**config.mk**
```make
export PLATFORM = sky130hd
export DESIGN_NAME = vga_sync_gen
export DESIGN_NICKNAME = d
export VERILOG_FILES = /design/src/rtl/vga_sync_gen.sv
export SDC_FILE = /design/constraint.sdc
export NUM_CORES = 1
export LEC_CHECK = 0
export CAP_MARGIN = 20
export CELL_PAD_IN_SITES_DETAIL_PLACEMENT = 0
export CELL_PAD_IN_SITES_GLOBAL_PLACEMENT = 2
export CORE_MARGIN = 2
export CORE_UTILIZATION = 36
export DETAILED_ROUTE_END_ITERATION = 12
export PLACE_DENSITY = 0.82
export RECOVER_POWER = 50
export SETUP_SLACK_MARGIN = 0.1
export SLEW_MARGIN = 20
export SYNTH_ARGS = -nofsm -noshare
export SYNTH_HDL_FRONTEND = slang
export SYNTH_SLANG_ARGS = --single-unit
```
**constraint.sdc**
```tcl
create_clock -name pixelclock -period 2.9 [get_ports pixelclock]
set_input_delay 0.58 -clock pixelclock [delete_from_list [all_inputs] [get_ports pixelclock]]
set_output_delay 0.58 -clock pixelclock [all_outputs]
set_load 0.005 [all_outputs]
```
**src/rtl/vga_sync_gen.sv**
```systemverilog
`default_nettype none
`timescale 1ns/1ps
// ============================================================================
// Module   : vga_sync_gen
// Brief    : VGA raster counters with registered sync/draw/position decodes.
//            Optional 8-bit frame counter when VGA_FRAME_CNT_EN is defined.
// Revision : 1.0 - initial release
// ============================================================================
module vga_sync_gen #(
  parameter int H_VISIBLE = 640,
  parameter int H_FP      = 16,
  parameter int H_SYNC    = 96,
  parameter int H_BP      = 48,
  parameter int V_VISIBLE = 480,
  parameter int V_FP      = 10,
  parameter int V_SYNC    = 2,
  parameter int V_BP      = 33
) (
  input  logic       pixelclock,
  input  logic       resetn,
  input  logic       en,
  output logic       hsinc,
  output logic       vsinc,
  output logic       draw,
  output logic [9:0] h_pos,
  output logic [9:0] v_pos,
  output logic       frame_start
`ifdef VGA_FRAME_CNT_EN
  ,
  output logic [7:0] frame_cnt
`endif
);

  localparam int c_H_TOTAL = H_VISIBLE + H_FP + H_SYNC + H_BP;
  localparam int c_V_TOTAL = V_VISIBLE + V_FP + V_SYNC + V_BP;

  localparam logic [9:0] c_H_LAST     = 10'(c_H_TOTAL - 1);
  localparam logic [9:0] c_V_LAST     = 10'(c_V_TOTAL - 1);
  localparam logic [9:0] c_H_VIS      = 10'(H_VISIBLE);
  localparam logic [9:0] c_V_VIS      = 10'(V_VISIBLE);
  localparam logic [9:0] c_HS_START   = 10'(H_VISIBLE + H_FP);
  localparam logic [9:0] c_HS_END     = 10'(H_VISIBLE + H_FP + H_SYNC);
  localparam logic [9:0] c_VS_START   = 10'(V_VISIBLE + V_FP);
  localparam logic [9:0] c_VS_END     = 10'(V_VISIBLE + V_FP + V_SYNC);

  logic [9:0] r_h_cnt;
  logic [9:0] r_v_cnt;
  logic       r_hsinc;
  logic       r_vsinc;
  logic       r_draw;
  logic [9:0] r_h_pos;
  logic [9:0] r_v_pos;
  logic       r_frame_start;

  logic w_h_last;
  logic w_v_last;
  logic w_hsinc;
  logic w_vsinc;
  logic w_draw;
  logic w_frame_start;

  assign w_h_last      = (r_h_cnt == c_H_LAST);
  assign w_v_last      = (r_v_cnt == c_V_LAST);
  assign w_hsinc       = !((r_h_cnt >= c_HS_START) && (r_h_cnt < c_HS_END));
  assign w_vsinc       = !((r_v_cnt >= c_VS_START) && (r_v_cnt < c_VS_END));
  assign w_draw        = (r_h_cnt < c_H_VIS) && (r_v_cnt < c_V_VIS);
  assign w_frame_start = (r_h_cnt == 10'd0) && (r_v_cnt == 10'd0);

  always_ff @(posedge pixelclock or negedge resetn) begin
    if (!resetn) begin
      r_h_cnt <= 10'd0;
      r_v_cnt <= 10'd0;
    end else if (en) begin
      r_h_cnt <= w_h_last ? 10'd0 : r_h_cnt + 10'd1;
      if (w_h_last) begin
        r_v_cnt <= w_v_last ? 10'd0 : r_v_cnt + 10'd1;
      end
    end
  end

  // Outputs decode the counter value present before this edge's advance,
  // so they lag the counters by exactly one enabled clock.
  always_ff @(posedge pixelclock or negedge resetn) begin
    if (!resetn) begin
      r_hsinc       <= 1'b1;
      r_vsinc       <= 1'b1;
      r_draw        <= 1'b0;
      r_h_pos       <= 10'd0;
      r_v_pos       <= 10'd0;
      r_frame_start <= 1'b0;
    end else if (en) begin
      r_hsinc       <= w_hsinc;
      r_vsinc       <= w_vsinc;
      r_draw        <= w_draw;
      r_h_pos       <= r_h_cnt;
      r_v_pos       <= r_v_cnt;
      r_frame_start <= w_frame_start;
    end
  end

  assign hsinc       = r_hsinc;
  assign vsinc       = r_vsinc;
  assign draw        = r_draw;
  assign h_pos       = r_h_pos;
  assign v_pos       = r_v_pos;
  assign frame_start = r_frame_start;

`ifdef VGA_FRAME_CNT_EN
  logic [7:0] r_frame_cnt;

  // Advances on the same edge that raises frame_start.
  always_ff @(posedge pixelclock or negedge resetn) begin
    if (!resetn) begin
      r_frame_cnt <= 8'd0;
    end else if (en && w_frame_start) begin
      r_frame_cnt <= r_frame_cnt + 8'd1;
    end
  end

  assign frame_cnt = r_frame_cnt;
`endif

endmodule
`default_nettype wire
```
==> Yosys cells after proc, flatten, opt, wreduce, memory -nomap -nowiden <==
Cells that the tools add are included.
{ "word_totals": {"ff_bits": 44, "latch_bits": 0, "ram_bits": 0, "rom_bits": 0, "word_cells": 29, "mem_count": 0} }
{ "op_classes": {"n_addsub": 2, "n_mul": 0, "n_div": 0, "n_lt_le_gt_ge": 6, "n_eq_ne": 2, "shifts": 0, "mux": 2, "n_bitwise": 0, "n_reduce_logical": 9} }
{ "ops": {"columns": ["op", "count"], "rows": [
  ["10-bit by 1-bit adder with 10-bit output, second input constant", 2],
  ["10-bit == test, second input constant", 2],
  ["10-bit zero test", 2],
  ["10-bit less-than comparator, second input constant", 2],
  ["10-bit by 9-bit less-than comparator with 1-bit output, second input constant", 2],
  ["10-bit 2-to-1 mux", 2],
  ["10-bit >= comparator, second input constant", 1],
  ["10-bit by 9-bit >= comparator with 1-bit output, second input constant", 1],
  ["1-bit logical AND", 4],
  ["1-bit zero test", 2],
  ["2-bit AND reduction", 1]
]} }

==> Logic depth before layout (Yosys ltp) <==
Gate-level depths: netlist of run 1.
{ "logic_depth": {"ltp_word": 3, "ltp_mapped": 6} }

==> Least setup slack after synthesis of run 1 <==
No wires, ideal clock.
{ "synth_path": {"path_kind": "input to register", "start": "input port en", "end": "register r_v_cnt[9]", "t_arrival_ps": 2005, "setup_slack_ps": 819, "path_stages": 5, "path_buffers": 1, "cell_sequence": "bufinv_8 > or4_1 > buf_2 > or4_1 > o21ai_1"} }
{ "synth_between": {"elab_chain_len": 1} }
{ "synth_lines": {"columns": ["item", "line_no", "rtl"], "rows": [
  ["start: declaration", "21", "input logic en,"],
  ["2-bit AND reduction (no source line)", null, null],
  ["end signal: assignment", "76", "r_v_cnt <= w_v_last ? 10'd0 : r_v_cnt + 10'd1;"],
  ["end: declaration", "47", "logic [9:0] r_v_cnt;"]
]} }
Every way passes these cells.
A chain may end at the register's enable or synchronous reset.

==> Final worst setup path of run 1 <==
Ends and elaborated chain as after synthesis.

==> out/results.txt, run 1 <==
status -> finished, final reports clean
gr usage total -> 14.7%
WP buf/inv -> 2
initial antenna violation count -> 0
setup_tns -> 0 ns
clock network power share -> 26.2%
CTS sink count -> 44
Data arrival, critical path -> 2.74 ns
Detail Route Antenna Nets -> 0
Static Leak -> 1.04 nW
#FFs+latches synth -> 44
drt total wl -> 4.09 mm
layout cell share with drive strength beyond 1 -> 19.0%
Syn Inst Count -> 175
# DRC -> 0
Slowest cell on crit path -> or4_1
PD cells -> 583 nW/µm²
clk buf depth -> 2
unrepaired setup endpoints after global routing -> no
Iteration-0 DRC Markers -> 48
min-delay worst type -> in -> async
initial core utilization -> 37.0%
Pins Over Slew Limit -> 0
I/O pins -> 27
number of synthesized flops with an enable pin -> 0
Worst EP required -> 3.12 ns
post_cts resized -> 0
critical-path cell list -> dlygate4sd3_1, clkinvlp_2, or4_1, or4_1, o21ai_1
CTS clk-pin slew, worst paths -> 0.08 ns
delay-heaviest family, CP -> simple AND/OR/NAND/NOR gates
fill count -> 541
WS Path Type -> in -> reg
Final GP Congestion -> 0.734
mapped cell area -> 2010 µm²
synth top area cells -> dfrtp_1 (52%), mux2_2 (11%), ha_1 (3.1%)
footprint of the multi-input gates -> 836 µm²
chip height -> 78.8 µm
H-tree depth -> 2
CTS tree -> yes
die area -> 6210 µm²
hold buffers post-CTS -> 0
post-layout min period -> 2.51 ns
first-pass GRT wire length -> 7.10 mm
crit start category -> input pin
vias in the first global route -> 1457
Synth top cells by count -> dfrtp_1 (42), mux2_2 (20), nand2_1 (14)
Net Switching -> 0.000386 W
Slowest Stage Delay on Critical Path -> 0.69 ns
fin crit share -> 86.7%
Seq/Total Area, Yosys -> 54.8%
Sequential Power Share -> 55.6%
register area -> 1100 µm²
Ys Warns -> 0
CTS Root Cell -> clkbuf_8
Max Clk Rate -> 398 MHz
drt pass-1 iters -> 4
P_int -> 0.00102 W
Slew @ Worst Pin -> 0.986 ns
Power Total -> 0.00141 W
synth unique cells -> 38
row count -> 27
Port-buffer cells -> 26
Final Util -> 44.4%
Combinational Power Share -> 18.1%
maximum vdd ir drop -> 0.275 mV
CTS buffer count -> 5
switching part of the total -> 27.4%
Vias/cell -> 5.14
CP most frequent cell -> or4_1
most instantiated library cell after synthesis -> dfrtp_1
DR vias -> 1425
# Post-CTS Setup Buffers -> 0
largest net degree at the start of global routing -> 45
Layout Skew -> 0.0114 ns
max cap viols -> 0
core area -> 5440 µm²
FFs w/ async S/R, synth -> 100%
Post-DP HPWL -> 2.92 mm
NumNets Final -> 212
Synth-to-Final Area Change -> 19.9%
relative slew slack -> 34.2%
n_diodes -> 0
Setup-failing EPs final -> 0
most common flop cell mapped by yosys -> dfrtp_1
chip width -> 78.8 µm
Worst-Skew Late Latency -> 0.30 ns
final hold viol count -> 0
Avg Inst Size Synth -> 11.5 µm²
syn nets -> 183
Crit Path Max Fanout -> 7
GRT overflow -> 0
top-area cell type share of the netlist area -> 52.2%
CP Capture Type -> register
Synth area leader -> dfrtp_1
wire per inst -> 14.8 µm
-- cells by family (layout without fill, tap and decap cells) --
| family | after synthesis | after routing | synth area share (%) |
|---|---|---|---|
| simple gates | 63 | 63 | 16.6 |
| flops | 44 | 44 | 54.8 |
| mux | 21 | 21 | 11.7 |
| compound gates | 17 | 17 | 5.28 |
| buf+inv | 14 | 44 | 3.73 |
| xor+xnor | 11 | 11 | 4.78 |
| fa+ha+maj | 5 | 5 | 3.11 |
-- per-layer routing --
| layer | vias to the layer above | GRT usage (%) | routed length (µm) |
|---|---|---|---|
| li1 | 672 | - | - |
| met1 | 724 | 18.2 | 1820 |
| met2 | 24 | 24.7 | 2060 |
| met3 | 5 | 4.43 | 158 |
| met4 | 0 | 4.74 | 51 |
| met5 | - | 0 | 0 |
-- path summary, 6_finish.rpt --
check | cells after the start | end | slack, ns | from
max | 5 | r_v_cnt[9]$_DFFE_PN0P_ | 0.39 | en
min | 1 | r_v_cnt[0]$_DFFE_PN0P_ | 0.44 | resetn
max reg2reg | 5 | r_v_cnt[9]$_DFFE_PN0P_ | 0.64 | r_h_cnt[0]$_DFFE_PN0P_
min reg2reg | 1 | h_pos[0]$_DFFE_PN0P_ | 0.51 | h_pos[0]$_DFFE_PN0P_
max in group asynchronous | 1 | frame_start$_DFFE_PN0P_ | 1.85 | resetn
min in group pixelclock | 1 | h_pos[0]$_DFFE_PN0P_ | 0.51 | h_pos[0]$_DFFE_PN0P_
-- worst reg2reg max path: cells and delay by family (launching register included) --
kind,cells,cell delay [ns]
compound gates,1,0.12
fa+ha+maj,1,0.23
flops,1,0.41
simple gates,3,1.42
-- metrics by stage --
stage	cells	worst slack, ns	hold slack [ns]	instance area [µm²]
3_3_place_gp	269	0.273	0.482	2350
2_1_floorplan	175	0.819	0.284	2010
3_5_place_dp	269	0.247	0.493	2350
6_report	277	0.385	0.440	2420
5_1_grt	277	0.280	0.512	2420
4_1_cts	277	0.549	0.467	2430
-- area by class of cell --
type                            count  share of cell area [%]
Inverter                            7                    1.14
Multi-Input combinational cell    117                    34.6
Timing Repair Buffer               29                    11.5
Sequential cell                    44                    45.7
Clock inverter                      1                   0.207
Clock buffer                        7                    3.16
Tap cell                           72                    3.73
-- cells in the final DEF, fill, tap and decap left out, types with 6 or more instances in the layout --
cell type         n
dfrtp_1          42
clkdlybuf4s50_1  24
mux2_2           20
nand2_1          14
nor2_1           13
nand3_1           7
inv_1             6
nand4_1           6
o21ai_0           6
xor2_1            6
-- flip-flops by register name, summed over array words and instances (netlist names) --
signal	flops
draw	1
frame_start	1
h_pos	10
hsinc	1
r_h_cnt	10
r_v_cnt	10
v_pos	10
vsinc	1
-- power by group through the flow --
stage | Combinational (W) | Clock (W) | Sequential [W]
final | 0.000255 | 0.000369 | 0.000783
after global routing | 0.000287 | 0.000408 | 0.000798
after CTS | 0.000264 | 0.000378 | 0.000785
after detailed placement | 0.000262 | 0 | 0.000796
after global placement | 0.000259 | 0 | 0.000792
after floorplan | 0.000149 | 0 | 0.000770
No activity file was read; power rests on OpenSTA's default activity.
==> run 2, diff against run 1 <==
- ABC_CLOCK_PERIOD_IN_PS: not set -> 2900
==> results of run 2 <==
Same layout as run 1: the final DEF is identical, and so are final timing and power.
==> edit: new RTL, flow settings as in run 1 <==
Put one more register stage on the output `h_pos`, cleared by the reset. The value now appears one clock later. The other outputs are not delayed to match.
--- a/src/rtl/vga_sync_gen.sv
+++ b/src/rtl/vga_sync_gen.sv
@@ -103,3 +103,9 @@
   assign draw        = r_draw;
-  assign h_pos       = r_h_pos;
+  always_ff @(posedge pixelclock or negedge resetn) begin
+    if (!resetn) begin
+      h_pos <= '0;
+    end else begin
+      h_pos <= r_h_pos;
+    end
+  end
   assign v_pos       = r_v_pos;
Function: changed (a bounded check fails within 4 cycles, from zero or initial values and one cycle with resetn low).
==> edit against run 1 <==
Critical path depth increased by 1. Sequential cell count up 10. Routed wire length up 2.4%. Total power up 20%. Setup slack gained 0.29 ns. Via count increased by 3.4%. Final area is 13% higher. Area after synthesis up 16%.
==> edit: results (changes against run 1) <==
[outcome]
status = finished, final reports clean

[worst_setup_path]
worstPathMaxFanout = 5  ; -2
worstRegToRegCells = 6  ; +1
r2r_slack_ns = 0.68  ; +0.04 ns
reg2reg_to = r_v_cnt[0]
slowest_stage = nor4_2
path_class = reg -> reg
r2r_start = r_v_cnt[0]
max_stage_delay_ns = 0.50  ; -0.19 ns

[pwr]
peakVddDrop_mv = 0.248  ; -9.6%

[clock_network]
cts_setup_buffers = 0  ; unchanged

[cells_and_area]
nNetsFinal = 221  ; +4.2%
fin_cells = 291  ; +5.1%
fill_cells = 619  ; +14%
drive_gt1_frac = 0.206  ; +0.0154

[yosys]
ys_seq_area_frac = 0.579  ; +0.0308
netlist_instances = 185  ; +5.7%
synth_cell_type_count = 39  ; +2.6%
synth.area.top_cells = dfrtp_1 56%, mux2_2 10%, ha_1 2.7%, dfstp_2 2.2%, o21ai_0 1.9%

[hold_path]
hold_path.class = reg -> reg

[routing]
drt-wirelength-per-cell_um = 14.4  ; -2.6%
drt-initial-drc-count = 53  ; +10%
routed_via_density = 5.06  ; -1.6%

[sta]
fin_skew_ns = 0.00738  ; -0.00406 ns
hold_ws_ns = 0.380  ; -0.0600 ns

[placement]
hpwl_mm = 2.91  ; -0.25%
placed_cell_area_um2 = 2640  ; +12%
place_ws_ns = 0.665  ; +0.418 ns
placed_cells = 283  ; +5.2%
place_congestion = 0.776  ; +5.7%

[global_route]
grt_pass1_vias = 1429  ; -1.9%
grt_util_all_layers = 0.126  ; -0.0212
grt_pass1_wl_mm = 7.22  ; +1.7%

edit: power by group:
part	internal, mW	switching [mW]
registers	0.879	0.113
logic	0.171	0.105
clock network	0.170	0.252
total	1.22	0.470
edit: cells by family after synthesis:
kind of cell,count (synthesis),share of synthesized area
adder cells (fa/ha/maj),5,0.0267
AND/OR/NAND/NOR,59,0.158
AO/OA/AOI/OAI,21,0.0562
buffers and inverters,16,0.0455
multiplexers,21,0.101
flip-flops,54,0.579
XOR/XNOR,9,0.0337
edit: final cells by class:
type,count,share of cell area
clock buffers,5,0.0253
repair buffers,29,0.0994
clock inverters,3,0.00782
inverters,8,0.0110
flip-flops and latches,54,0.498
multi-input cells,115,0.323
well taps,77,0.0354
edit: routing by layer:
layer	GRT usage	up-vias	wire length, um
li1	-	715	-
met1	0.193	719	2160
met2	0.171	34	1810
met3	0.0305	5	156
met4	0.0476	0	63
met5	0	-	0
edit: worst max-delay path by stage:
stage                       endpoint  slack, ns  cells after the start
after CTS                 r_v_cnt[0]       0.67                      6
final                     r_v_cnt[0]       0.68                      6
after global routing      r_v_cnt[9]       0.52                      6
after detailed placement  r_h_cnt[9]       0.66                      6
after floorplan           r_v_cnt[0]       0.99                      6
after global placement    r_h_cnt[9]       0.67                      6
edit: critical path: cells and delay by family, from the launching register on:
family	cells	cell delay, ns
adder cells (fa/ha/maj)	1	0.16
AND/OR/NAND/NOR	3	1.08
flip-flops	1	0.44
multiplexers	1	0.28
buffers and inverters	1	0.15
